### src/rtl/ab_seg_if.sv
// ab_seg_if: bundles the control, data and result signals of one address-bus segment.
// The master side drives the controls; the slave side (ab_seg) produces AD/AB/PC/CO/fix.
interface ab_seg_if #(
    parameter int WIDTH = 8
);
    logic             rdy;
    logic             CI;
    logic [WIDTH-1:0] DB;
    logic [3:0]       op;
    logic             defer;
    logic             ld_pc;
    logic             inc_pc;
    logic [WIDTH-1:0] AD;
    logic [WIDTH-1:0] AB;
    logic [WIDTH-1:0] PC;
    logic             CO;
    logic             fix;

    modport master (
        output rdy, CI, DB, op, defer, ld_pc, inc_pc,
        input  AD, AB, PC, CO, fix
    );

    modport slave (
        input  rdy, CI, DB, op, defer, ld_pc, inc_pc,
        output AD, AB, PC, CO, fix
    );
endinterface

### src/rtl/ab_seg.sv
// ab_seg: one WIDTH-bit slice of the 65C02 address unit (base mux, small adder, AB and PC registers).
// Define AB_SEG_FIX_EN to add the deferred page-cross fix-up state (one dummy cycle before a carry).
module ab_seg #(
    parameter int               WIDTH    = 8,
    parameter logic [WIDTH-1:0] RESET_AB = '0,
    parameter logic [WIDTH-1:0] RESET_PC = '0
) (
    input logic     clk,
    input logic     RST,
    ab_seg_if.slave bus
);
    localparam logic [WIDTH-1:0] ONE = WIDTH'(1);

    logic [WIDTH-1:0] r_ab;
    logic [WIDTH-1:0] r_pc;
    logic [WIDTH-1:0] w_base;
    logic [WIDTH-1:0] w_normAd;
    logic             w_normCo;
    logic [WIDTH-1:0] w_ad;
    logic             w_co;
    logic             w_fixState;
    logic             w_deferReq;

    always_comb begin
        case (bus.op[3:2])
            2'b00:   w_base = '0;
            2'b01:   w_base = r_ab;
            2'b10:   w_base = r_pc;
            default: w_base = bus.DB;
        endcase
    end

    // CO flags a wrap out of this segment so the next segment up can chain on it.
    always_comb begin
        w_normAd = w_base;
        w_normCo = 1'b0;
        case (bus.op[1:0])
            2'b01: begin
                w_normAd = w_base + ONE;
                w_normCo = &w_base;
            end
            2'b10: begin
                w_normAd = bus.CI ? (w_base + ONE) : w_base;
                w_normCo = bus.CI & (&w_base);
            end
            2'b11: begin
                w_normAd = bus.CI ? w_base : (w_base - ONE);
                w_normCo = ~bus.CI & ~(|w_base);
            end
            default: ;
        endcase
    end

`ifdef AB_SEG_FIX_EN
    typedef enum logic {
        IDLE,
        FIX
    } state_t;

    state_t r_state;
    state_t w_nextState;

    always_ff @(posedge clk or posedge RST) begin
        if (RST) r_state <= IDLE;
        else     r_state <= w_nextState;
    end

    // A pending carry is parked for one cycle; the FIX cycle then applies it to AB.
    always_comb begin
        w_nextState = r_state;
        case (r_state)
            IDLE: if (w_deferReq) w_nextState = FIX;
            FIX:  if (bus.rdy)    w_nextState = IDLE;
        endcase
    end

    always_comb begin
        w_fixState = (r_state == FIX);
        w_deferReq = (r_state == IDLE) & bus.rdy & bus.defer & (bus.op[1:0] == 2'b10) & bus.CI;
    end
`else
    assign w_fixState = 1'b0;
    assign w_deferReq = 1'b0;
`endif

    always_comb begin
        w_ad = w_normAd;
        w_co = w_normCo;
        if (w_fixState) begin
            w_ad = r_ab + ONE;
            w_co = &r_ab;
        end else if (w_deferReq) begin
            w_ad = w_base;
            w_co = 1'b0;
        end
    end

    // PC loads from the pre-edge AB, optionally bumped by one.
    always_ff @(posedge clk or posedge RST) begin
        if (RST) begin
            r_ab <= RESET_AB;
            r_pc <= RESET_PC;
        end else if (bus.rdy) begin
            r_ab <= w_ad;
            if (bus.ld_pc) r_pc <= bus.inc_pc ? (r_ab + ONE) : r_ab;
        end
    end

    assign bus.AD  = w_ad;
    assign bus.CO  = w_co;
    assign bus.AB  = r_ab;
    assign bus.PC  = r_pc;
    assign bus.fix = w_fixState;
endmodule

### src/flat_wrapper.sv
// flat-port wrapper written by rule: the top's interface ports become plain ports
module ab_seg_flat 
#(
    parameter int               WIDTH    = 8,
    parameter logic [WIDTH-1:0] RESET_AB = '0,
    parameter logic [WIDTH-1:0] RESET_PC = '0
)
  (clk, RST, bus_rdy, bus_CI, bus_DB, bus_op, bus_defer, bus_ld_pc, bus_inc_pc, bus_AD, bus_AB, bus_PC, bus_CO, bus_fix);
  ab_seg_if #(.WIDTH(WIDTH)) bus_i ();
  input logic clk;
  input logic RST;
  input wire logic [$bits(bus_i.rdy)-1:0] bus_rdy;
  input wire logic [$bits(bus_i.CI)-1:0] bus_CI;
  input wire logic [$bits(bus_i.DB)-1:0] bus_DB;
  input wire logic [$bits(bus_i.op)-1:0] bus_op;
  input wire logic [$bits(bus_i.defer)-1:0] bus_defer;
  input wire logic [$bits(bus_i.ld_pc)-1:0] bus_ld_pc;
  input wire logic [$bits(bus_i.inc_pc)-1:0] bus_inc_pc;
  output wire logic [$bits(bus_i.AD)-1:0] bus_AD;
  output wire logic [$bits(bus_i.AB)-1:0] bus_AB;
  output wire logic [$bits(bus_i.PC)-1:0] bus_PC;
  output wire logic [$bits(bus_i.CO)-1:0] bus_CO;
  output wire logic [$bits(bus_i.fix)-1:0] bus_fix;
  assign bus_i.rdy = bus_rdy;
  assign bus_i.CI = bus_CI;
  assign bus_i.DB = bus_DB;
  assign bus_i.op = bus_op;
  assign bus_i.defer = bus_defer;
  assign bus_i.ld_pc = bus_ld_pc;
  assign bus_i.inc_pc = bus_inc_pc;
  assign bus_AD = bus_i.AD;
  assign bus_AB = bus_i.AB;
  assign bus_PC = bus_i.PC;
  assign bus_CO = bus_i.CO;
  assign bus_fix = bus_i.fix;
  ab_seg #(.WIDTH(WIDTH), .RESET_AB(RESET_AB), .RESET_PC(RESET_PC)) u_core (.clk(clk), .RST(RST), .bus(bus_i));
endmodule
### config.mk
export PLATFORM = sky130hd
export DESIGN_NAME = ab_seg_flat
export DESIGN_NICKNAME = d
export VERILOG_FILES = /design/src/rtl/ab_seg_if.sv /design/src/rtl/ab_seg.sv /design/src/flat_wrapper.sv
export SDC_FILE = /design/constraint.sdc
export NUM_CORES = 1
export LEC_CHECK = 0
export BUFFER_PORTS_ARGS = -buffer_cell sky130_fd_sc_hd__buf_2
export CAP_MARGIN = 10
export CORE_MARGIN = 2
export CORE_UTILIZATION = 47
export DETAILED_ROUTE_END_ITERATION = 12
export GPL_ROUTABILITY_DRIVEN = 0
export PLACE_DENSITY = 0.75
export SYNTH_ARGS = -nofsm -noshare
export SYNTH_HDL_FRONTEND = slang
export SYNTH_SLANG_ARGS = --single-unit
### constraint.sdc
create_clock -name clk -period 4 [get_ports clk]
set_input_delay 0.8 -clock clk [delete_from_list [all_inputs] [get_ports clk]]
set_output_delay 0.8 -clock clk [all_outputs]
set_load 0.05 [all_outputs]
==> results of run 1 <==
## per-stage QoR
stage	hold WS (ps)	cells	power, mW	cell area, µm²	utilization, %
floorplan	714	171	0.649	1430	-
global placement	522	231	0.748	1620	57.1
detailed placement	549	231	0.761	1620	57.1
CTS	570	235	0.873	1650	58.4
global route	604	235	0.922	1660	58.7
finish	562	235	0.874	1660	58.7
## Yosys cell counts, drive strengths merged (3+ instances only)
| cell type | instances | area [µm²] |
|---|---|---|
| inv | 4 | 15.0 |
| ha | 3 | 37.5 |
| clkbuf | 12 | 45.0 |
| nand2 | 13 | 48.8 |
| nand3 | 6 | 30.0 |
| nand4 | 9 | 56.3 |
| nor2b | 5 | 38.8 |
| nor3 | 3 | 15.0 |
| o21ai | 5 | 25.0 |
| a31oi | 4 | 25.0 |
| buf | 3 | 30.0 |
| a21oi | 11 | 55.1 |
| dfrtp | 16 | 400 |
| a22o | 5 | 52.6 |
| o22ai | 3 | 18.8 |
| mux2 | 13 | 150 |
| nor2 | 16 | 60.1 |
| a22oi | 7 | 52.6 |
| xnor2 | 6 | 52.6 |
| xor2 | 7 | 61.3 |
## sequential cells by signal, summed over array words and instances (netlist names)
name           cells
u_core.bus.PC      8
u_core.bus.AB      8
## worst min-delay path by stage
stage | cells after the start | end | slack, ps
after floorplan | 1 | u_core.bus.AB[0]$_DFFE_PP0P_ | 710
after global placement | 2 | u_core.bus.PC[2]$_DFFE_PP0P_ | 520
after detailed placement | 2 | u_core.bus.PC[7]$_DFFE_PP0P_ | 550
after CTS | 2 | u_core.bus.PC[7]$_DFFE_PP0P_ | 570
after global routing | 2 | u_core.bus.PC[4]$_DFFE_PP0P_ | 600
final | 2 | u_core.bus.AB[5]$_DFFE_PP0P_ | 560
## where the power goes
group	leakage [nW]	internal, mW	switching (mW)
Combinational	0.533	0.148	0.362
Clock	0.0210	0.0556	0.0554
Sequential	0.184	0.202	0.0509
## layer usage
metal | up-vias | share of wire [%]
met5 | - | 0
met4 | 0 | 2.0
met3 | 9 | 6.6
met2 | 59 | 49
met1 | 672 | 42
li1 | 690 | -
## cell type report
type / count / area [µm²] / share of cell area (%)
timing repair buffer: 44 / 225 / 13.6
multi-input combinational: 136 / 946 / 56.9
tap: 31 / 38.8 / 2.33
inverter: 4 / 15.0 / 0.904
clock buffer: 4 / 36.3 / 2.18
sequential: 16 / 400 / 24.1
## cell families after synthesis
logic type	Yosys count	share of synthesized area (%)
other	1	0.263
DFF	16	28.1
buffers and inverters	19	6.32
AOI/OAI and AO/OA	43	20.9
muxes	15	11.9
xor gates and xnor gates	13	7.98
and+or+nand+nor	61	21.9
adders and majority gates	3	2.63
==> qor.yml, run 1 <==
floorplan:
  pin_count: 45
  start_util_pct: 50.4
  die_h_um: 59.1
  dieArea_um2: 3490
  rows: 19
  die_w_um: 59.1
  coreArea_um2: 2830
final_layout:
  area_delta_synth_final_pct: 16.5
  nFillCells: 286
  num_antenna_cells: 0
  layout_common_cells: "buf_2, nor2_1, dfrtp_1"
  layout-drive-gt1-share_pct: 32.8
  layout_commonest_cell: "buf_2"
  layout.nets: 227
sta:
  tns_ps: 0
  period_share_pct: 93.4
  setup_ws_ps: 264
  fin_skew_ps: 8.85
  tightest_slew_ps: 629
  hold_viol: 0
  relSlewSlack_pct: 58.0
  slew_violations: 0
  period_minus_slack_ps: 3740
  rsz0062_at_grt: "no"
  setup_viol: 0
  fmax_mhz: 268
worst_setup_path:
  path_cells: "buf_2 > mux2_2 > a22oi_2 > inv_1 > ha_1 > and3_1 > a21oi_1 > a2bb2oi_1 > nand2_1 > buf_2"
  crit_path_start_kind: "primary input"
  reg2reg_depth: 9
  cpPeakStageDelay_ps: 380
  required_ps: 3200
  crit_end: "bus_AD[4]"
  critPathMostFrequentCell: "buf_2"
  cp_top_family: "compound AO/OA/AOI/OAI gates"
  endpoint_kind: "primary output"
  startpoint: "bus_op[2]"
  slowest_stage: "mux2_2"
  cp_num_buf_inv: 3
  regToRegStartpoint: "u_core.bus.PC[0]$_DFFE_PP0P_"
  worst_r2r_endpoint: "u_core.bus.AB[2]$_DFFE_PP0P_"
  worstSetupPathType: "primary input to primary output"
  worstPathArrival_ps: 2940
  cp.depth: 10
  regToRegSetupSlack_ps: 1770
  worst-path-max-fanout: 9
placement:
  dp_hpwl_um: 2750
  numPortBuffers: 42
  dp_slack_ps: 139
routing:
  drt_iter0_markers: 61
  post_drt_wl_per_cell_um: 15.3
  drt_first_pass_iters: 4
  drc: 0
  via_per_inst: 6.09
  antenna_left: 0
  vias: 1430
  routed_wl_um: 3600
power_and_ir_drop:
  peakVddDrop_uv: 200
  power.leakage_nw: 0.738
  p_per_area_nw_per_um2: 526
clock_network:
  cts_max_level: 1
  cts_resized: 0
  cts_tree: "done"
  path_clk_slew_ps: 100
  clockBufferDepth: 2
  clock_sinks: 16
  clock_latency_ps: 300
  hold_buffers: 0
  cts_setup_buffers: 0
  cts-root-buf: "clkbuf_4"
  cts_made_buffers: 3
yosys:
  synth-seq-cells: 16
  synth.avg_cell_area_um2: 8.34
  ys_seq_area_share_pct: 28.1
  syn_inst: 171
  async_reset_ff_share_pct: 100
  synth_edf_count: 0
  synth_warnings: 0
  yosys_most_used_dff: "dfrtp_1"
  synth_cell_type_count: 41
  syn_area_um2: 1430
  synth_nets: 193
grt:
  grt_antenna_before_repair: 0
  gr-usage-met1_pct: 25.8
  grt_pass1_vias: 1215
  grt_usage_pct: 20.6
  busiest_layer: "met2"
  grt-ovfl-total: 0
  grt_pass1_wl_um: 5550
  use_met2_pct: 35.4
  grt_use_met3_pct: 2.40
  grt_max_degree: 18
run_status:
  status: "finished clean"
run:
  maxCapViolCount: 0
min_path:
  hp-class: "primary input to asynchronous set/reset pin"
(Power assumes the default switching activity.)
==> run 2, diff against run 1 <==
--- a/config.mk
+++ b/config.mk
@@ -8,10 +8,10 @@
 export BUFFER_PORTS_ARGS = -buffer_cell sky130_fd_sc_hd__buf_2
 export CAP_MARGIN = 10
 export CORE_MARGIN = 2
-export CORE_UTILIZATION = 47
+export CORE_UTILIZATION = 45
 export DETAILED_ROUTE_END_ITERATION = 12
 export GPL_ROUTABILITY_DRIVEN = 0
-export PLACE_DENSITY = 0.75
+export PLACE_DENSITY = 0.73
 export SYNTH_ARGS = -nofsm -noshare
 export SYNTH_HDL_FRONTEND = slang
 export SYNTH_SLANG_ARGS = --single-unit
==> run 2 against run 1 <==
Compared with the run above:
- worst hold slack improved by 9.8 ps
- power barely moved
- design area is 0.83% higher
- largest power group unchanged
- clock-buffer cell count did not move
- setup slack got worse by 70 ps
- flip-flop and latch count unchanged
- utilization fell by 3.4 points
- sequential power about the same
- clock power hardly changed
- register-to-register slack worse by 70 ps
==> qor.yml, run 2 (same netlist as run 1, synthesis figures left out) <==
routing:
  post_drt_wl_per_cell_um: 14.4  # -5.9%
  vias: 1432  # +0.14%
  via_per_inst: 5.75  # -5.5%
  antenna_left: 0  # unchanged
  drt_iter0_markers: 98  # +61%
  routed_wl_um: 3600  # -0.25%
  drc: 0  # unchanged
  drt_first_pass_iters: 4  # unchanged
run_status:
  status: "finished clean"
floorplan:
  dieArea_um2: 3640  # +4.1%
  start_util_pct: 47.1  # -3.3 points
  rows: 20  # +1
  die_w_um: 60.3  # +2.0%
  pin_count: 45  # unchanged
  die_h_um: 60.3  # +2.0%
  coreArea_um2: 3030  # +7.0%
worst_setup_path:
  cp_num_buf_inv: 2  # -1
  regToRegStartpoint: "u_core.bus.PC[0]$_DFFE_PP0P_"
  cp.depth: 8  # -2
  crit_end: "bus_AD[7]"
  required_ps: 3200  # about the same
  cp_top_family: "simple AND/OR/NAND/NOR gates"
  worst_r2r_endpoint: "u_core.bus.AB[2]$_DFFE_PP0P_"
  reg2reg_depth: 9  # unchanged
  cpPeakStageDelay_ps: 510  # +130 ps
  regToRegSetupSlack_ps: 1700  # -70 ps
  critPathMostFrequentCell: "buf_2"
  slowest_stage: "or4_4"
  worstSetupPathType: "primary input to primary output"
  startpoint: "bus_op[2]"
  worstPathArrival_ps: 3010  # +70 ps
  worst-path-max-fanout: 9  # unchanged
  crit_path_start_kind: "primary input"
  endpoint_kind: "primary output"
  path_cells: "buf_2 > mux2_2 > a22o_1 > or4_4 > o21ai_0 > nand4_1 > a21oi_1 > buf_2"
placement:
  dp_hpwl_um: 2740  # -0.27%
  numPortBuffers: 42  # unchanged
  dp_slack_ps: 210  # +71.0 ps
  dpl.cell_count: 245  # +6.1%
final_layout:
  area_delta_synth_final_pct: 17.5
  post-route-util_pct: 55.3  # -3.4 points
  final_cells: 249  # +6.0%
  layout_commonest_cell: "buf_2"
  layout.nets: 228  # +0.44%
  num_antenna_cells: 0  # unchanged
  layout-drive-gt1-share_pct: 32.2  # -0.65 points
  layout_common_cells: "buf_2, nor2_1, dfrtp_1"
sta:
  setup_ws_ps: 193  # -70.4 ps
  period_minus_slack_ps: 3810  # +70.4 ps
  fin_skew_ps: 3.17  # -5.68 ps
  tightest_slew_ps: 636  # +6.85 ps
  tns_ps: 0  # unchanged
  hold_viol: 0  # unchanged
  period_share_pct: 95.2  # +1.8 points
  fmax_mhz: 263  # -1.8%
  rsz0062_at_grt: "no"
  setup_viol: 0  # unchanged
  slew_violations: 0  # unchanged
  relSlewSlack_pct: 57.6  # -0.46 points
grt:
  grt_antenna_before_repair: 0  # unchanged
  grt_usage_pct: 21.2  # +0.62 points
  grt-ovfl-total: 0  # unchanged
  grt_pass1_wl_um: 5880  # +6.0%
  grt_use_met3_pct: 1.30  # -1.1 points
  grt_pass1_vias: 1310  # +7.8%
  use_met2_pct: 35.9  # +0.47 points
  busiest_layer: "met2"
  gr-usage-met1_pct: 28.1  # +2.3 points
  grt_max_degree: 18  # unchanged
min_path:
  hp-class: "primary input to asynchronous set/reset pin"
clock_network:
  hold_buffers: 0  # unchanged
  clock_sinks: 16  # unchanged
  cts_resized: 0  # unchanged
  cts_tree: "done"
  clock_latency_ps: 290  # about the same
  cts_max_level: 1  # unchanged
  path_clk_slew_ps: 100  # about the same
  cts_made_buffers: 3  # unchanged
  cts-root-buf: "clkbuf_4"
  cts_setup_buffers: 0  # unchanged
  clockBufferDepth: 2  # unchanged
power_and_ir_drop:
  total_power_uw: 873  # about the same
  p_per_area_nw_per_um2: 521  # -0.89%
  clock_power_share_pct: 12.7  # about the same
  p_int_uw: 406  # +0.30%
  p_sw_share_pct: 53.4  # -0.17 points
  power.leakage_nw: 0.741  # +0.50%
  seq_power_share_pct: 29.1  # +0.2 points
  switching_power_uw: 467  # -0.38%
  peakVddDrop_uv: 215  # +7.7%
  combPwrFrac_pct: 58.3  # about the same
run:
  maxCapViolCount: 0  # unchanged
==> run 2: cell types whose count changed in the layout (fill, tap and decap cells not counted), sizes merged <==
cell,delta
buf,+1
==> run 2: metrics by stage <==
step	instance area [µm²]	hold slack [ps]
CTS	1680	570
finish	1680	572
detailed placement	1640	547
global route	1680	596
global placement	1640	523
floorplan	1430	714
==> run 2: worst min-delay path by stage <==
stage	from	to	slack [ps]
2_1_floorplan	RST	u_core.bus.AB[0]$_DFFE_PP0P_	710
3_3_place_gp	u_core.bus.PC[3]$_DFFE_PP0P_	u_core.bus.PC[3]$_DFFE_PP0P_	520
3_5_place_dp	u_core.bus.PC[5]$_DFFE_PP0P_	u_core.bus.PC[5]$_DFFE_PP0P_	550
4_1_cts	u_core.bus.PC[5]$_DFFE_PP0P_	u_core.bus.PC[5]$_DFFE_PP0P_	570
5_1_grt	u_core.bus.PC[4]$_DFFE_PP0P_	u_core.bus.PC[4]$_DFFE_PP0P_	600
6_report	RST	u_core.bus.PC[0]$_DFFE_PP0P_	570
==> run 2: power by group through the flow <==
stage	Sequential (mW)	Combinational, mW	Clock (mW)
2_1_floorplan	0.386	0.263	0
3_3_place_gp	0.252	0.500	0
3_5_place_dp	0.257	0.507	0
4_1_cts	0.253	0.509	0.113
5_1_grt	0.260	0.544	0.118
6_report	0.254	0.509	0.111
==> run 2: cell type report <==
type / instances / area, µm²
well taps: 44 / 55.1
clock buffers: 4 / 36.3
flip-flops and latches: 16 / 400
multi-input cells: 136 / 936
inverters: 4 / 15.0
repair buffers: 45 / 233
fillers: 300 / 1350
==> run 2: routing by layer <==
metal,up-vias,share of wire (%)
met5,-,0
met4,0,0.39
met3,2,5.5
met2,60,49
met1,678,45
li1,692,-
==> run 3, diff against run 2 <==
--- a/config.mk
+++ b/config.mk
@@ -11,7 +11,7 @@
 export CORE_UTILIZATION = 45
 export DETAILED_ROUTE_END_ITERATION = 12
 export GPL_ROUTABILITY_DRIVEN = 0
-export PLACE_DENSITY = 0.73
+export PLACE_DENSITY = 0.74
 export SYNTH_ARGS = -nofsm -noshare
 export SYNTH_HDL_FRONTEND = slang
 export SYNTH_SLANG_ARGS = --single-unit
==> run 3 against run 2 <==
Compared with the run above:
- critical path depth stayed put
- sequential power hardly changed
- flip-flop and latch count stayed put
- via count is 3.8% lower
- global-route usage is 2.0 points lower
- worst hold slack worse by 23 ps
- setup slack better by 77 ps
- sequential share of layout area is 0.13 points higher
- clock-buffer cell count is 1 lower
- clock power is 26% lower
- combinational power hardly changed
==> qor.yml, run 3 (same netlist as run 1, synthesis figures left out) <==
power_and_ir_drop:
  p_int_uw: 387  # -4.9%
  p_sw_share_pct: 54.1  # +0.69 points
  switching_power_uw: 457  # -2.2%
  clock_power_share_pct: 9.8  # -2.9 points
  p_per_area_nw_per_um2: 506  # -2.9%
  peakVddDrop_uv: 213  # -0.84%
  seq_power_share_pct: 30.0  # +0.9 points
  combPwrFrac_pct: 60.2  # +1.9 points
  power.leakage_nw: 0.735  # -0.89%
routing:
  routed_wl_um: 3340  # -7.0%
  post_drt_wl_per_cell_um: 13.5  # -6.6%
  drt_first_pass_iters: 5  # +1
  via_per_inst: 5.55  # -3.5%
  drc: 0  # unchanged
  drt_iter0_markers: 85  # -13%
  antenna_left: 0  # unchanged
  vias: 1377  # -3.8%
min_path:
  hp-class: "flip-flop to flip-flop"
clock_network:
  cts-root-buf: "clkbuf_4"
  path_clk_slew_ps: 90  # about the same
  cts_resized: 0  # unchanged
  clockBufferDepth: 2  # unchanged
  cts_tree: "done"
  cts_max_level: 1  # unchanged
  clock_latency_ps: 270  # -20 ps
  clock_sinks: 16  # unchanged
  cts_made_buffers: 3  # unchanged
  hold_buffers: 0  # unchanged
  cts_setup_buffers: 0  # unchanged
worst_setup_path:
  critPathMostFrequentCell: "buf_2"
  endpoint_kind: "primary output"
  required_ps: 3200  # about the same
  slowest_stage: "or4_4"
  worst-path-max-fanout: 9  # unchanged
  path_cells: "buf_2 > mux2_2 > a22o_1 > or4_4 > or3_1 > nand4_1 > a21oi_1 > buf_2"
  worstPathArrival_ps: 2930  # -80 ps
  worstSetupPathType: "primary input to primary output"
  cpPeakStageDelay_ps: 510  # about the same
  crit_path_start_kind: "primary input"
placement:
  numPortBuffers: 42  # unchanged
  dp_hpwl_um: 2570  # -6.2%
  placed_cell_area_um2: 1640  # unchanged
final_layout:
  layout-drive-gt1-share_pct: 32.4  # +0.16 points
  multi_input_area_um2: 941  # +0.53%
  layout_common_cells: "buf_2, nor2_1, dfrtp_1"
  regArea_um2: 400  # unchanged
  nFillCells: 302  # +0.67%
  layout.nets: 228  # unchanged
  fin_area_um2: 1670  # -0.52%
  area_delta_synth_final_pct: 16.8
  layout_commonest_cell: "buf_2"
  num_antenna_cells: 0  # unchanged
floorplan:
  die_w_um: 60.3  # unchanged
  die_h_um: 60.3  # unchanged
  dieArea_um2: 3640  # unchanged
  coreArea_um2: 3030  # unchanged
  start_util_pct: 47.1  # unchanged
  pin_count: 45  # unchanged
  rows: 20  # unchanged
grt:
  grt_pass1_wl_um: 5330  # -9.3%
  grt_max_degree: 18  # unchanged
  grt-ovfl-total: 0  # unchanged
  grt_usage_pct: 19.2  # -2.0 points
  grt_pass1_vias: 1180  # -9.9%
  grt_antenna_before_repair: 0  # unchanged
sta:
  slew_violations: 0  # unchanged
  rsz0062_at_grt: "no"
  hold_viol: 0  # unchanged
  tightest_slew_ps: 609  # -26.9 ps
  setup_viol: 0  # unchanged
  period_minus_slack_ps: 3730  # -77.1 ps
  period_share_pct: 93.2  # -1.9 points
  relSlewSlack_pct: 59.4  # +1.8 points
  tns_ps: 0  # unchanged
  fin_skew_ps: 0.637  # -2.53 ps
  fmax_mhz: 268  # +2.1%
run_status:
  status: "finished clean"
run:
  maxCapViolCount: 0  # unchanged
[run 3: cell count changes in the layout (fill, tap and decap cells not counted), sizes merged]
cell,change
clkbuf,-1
[run 3: per-layer routing]
metal  vias up  global-route usage [%]  wire length [µm]
met2        40                    30.1              1520
met3         4                    1.52               149
met4         0                    7.30                44
li1        695                       -                 -
met5         -                       0                 0
met1       638                    27.5              1630
[run 3: path summary, 6_finish.rpt]
kind	from	endpoint	slack [ps]	depth (start not counted)
max	bus_op[2]	bus_AD[7]	270	8
min	u_core.bus.PC[3]$_DFFE_PP0P_	u_core.bus.PC[3]$_DFFE_PP0P_	550	2
max reg2reg	u_core.bus.PC[1]$_DFFE_PP0P_	u_core.bus.AB[4]$_DFFE_PP0P_	1830	9
min reg2reg	u_core.bus.PC[3]$_DFFE_PP0P_	u_core.bus.PC[3]$_DFFE_PP0P_	550	2
max in group asynchronous	RST	u_core.bus.AB[6]$_DFFE_PP0P_	3030	2
min in group asynchronous	RST	u_core.bus.PC[1]$_DFFE_PP0P_	580	2
[run 3: power by group through the flow]
| stage | sequential [mW] | clock, mW | combinational (mW) |
|---|---|---|---|
| 6_report | 0.253 | 0.0825 | 0.507 |
| 3_3_place_gp | 0.254 | 0 | 0.501 |
| 4_1_cts | 0.252 | 0.0856 | 0.507 |
| 5_1_grt | 0.260 | 0.0929 | 0.541 |
| 3_5_place_dp | 0.256 | 0 | 0.504 |
| 2_1_floorplan | 0.386 | 0 | 0.263 |
[run 3: through the flow]
stage | power (mW) | setup WS, ps | util [%] | hold slack (ps) | std cells
floorplan | 0.649 | 142 | - | 714 | 171
global placement | 0.755 | 173 | 54.1 | 525 | 245
detailed placement | 0.760 | 175 | 54.1 | 536 | 245
CTS | 0.845 | 167 | 54.9 | 558 | 248
global route | 0.894 | 113 | 55.0 | 580 | 248
finish | 0.843 | 270 | 55.0 | 549 | 248
[run 3: worst max-delay path: cells and delay by family]
family / cells / cell delay [ps]
simple gates: 3 / 1000
compound gates: 2 / 340
mux: 1 / 370
buf+inv: 2 / 430
[run 3: layout make-up]
cell class                 count  area share, %
multi-input combinational    136           56.5
inverter                       4          0.901
sequential                    16           24.0
timing repair buffer          45           14.0
clock buffer                   3           1.35
tap                           44           3.30
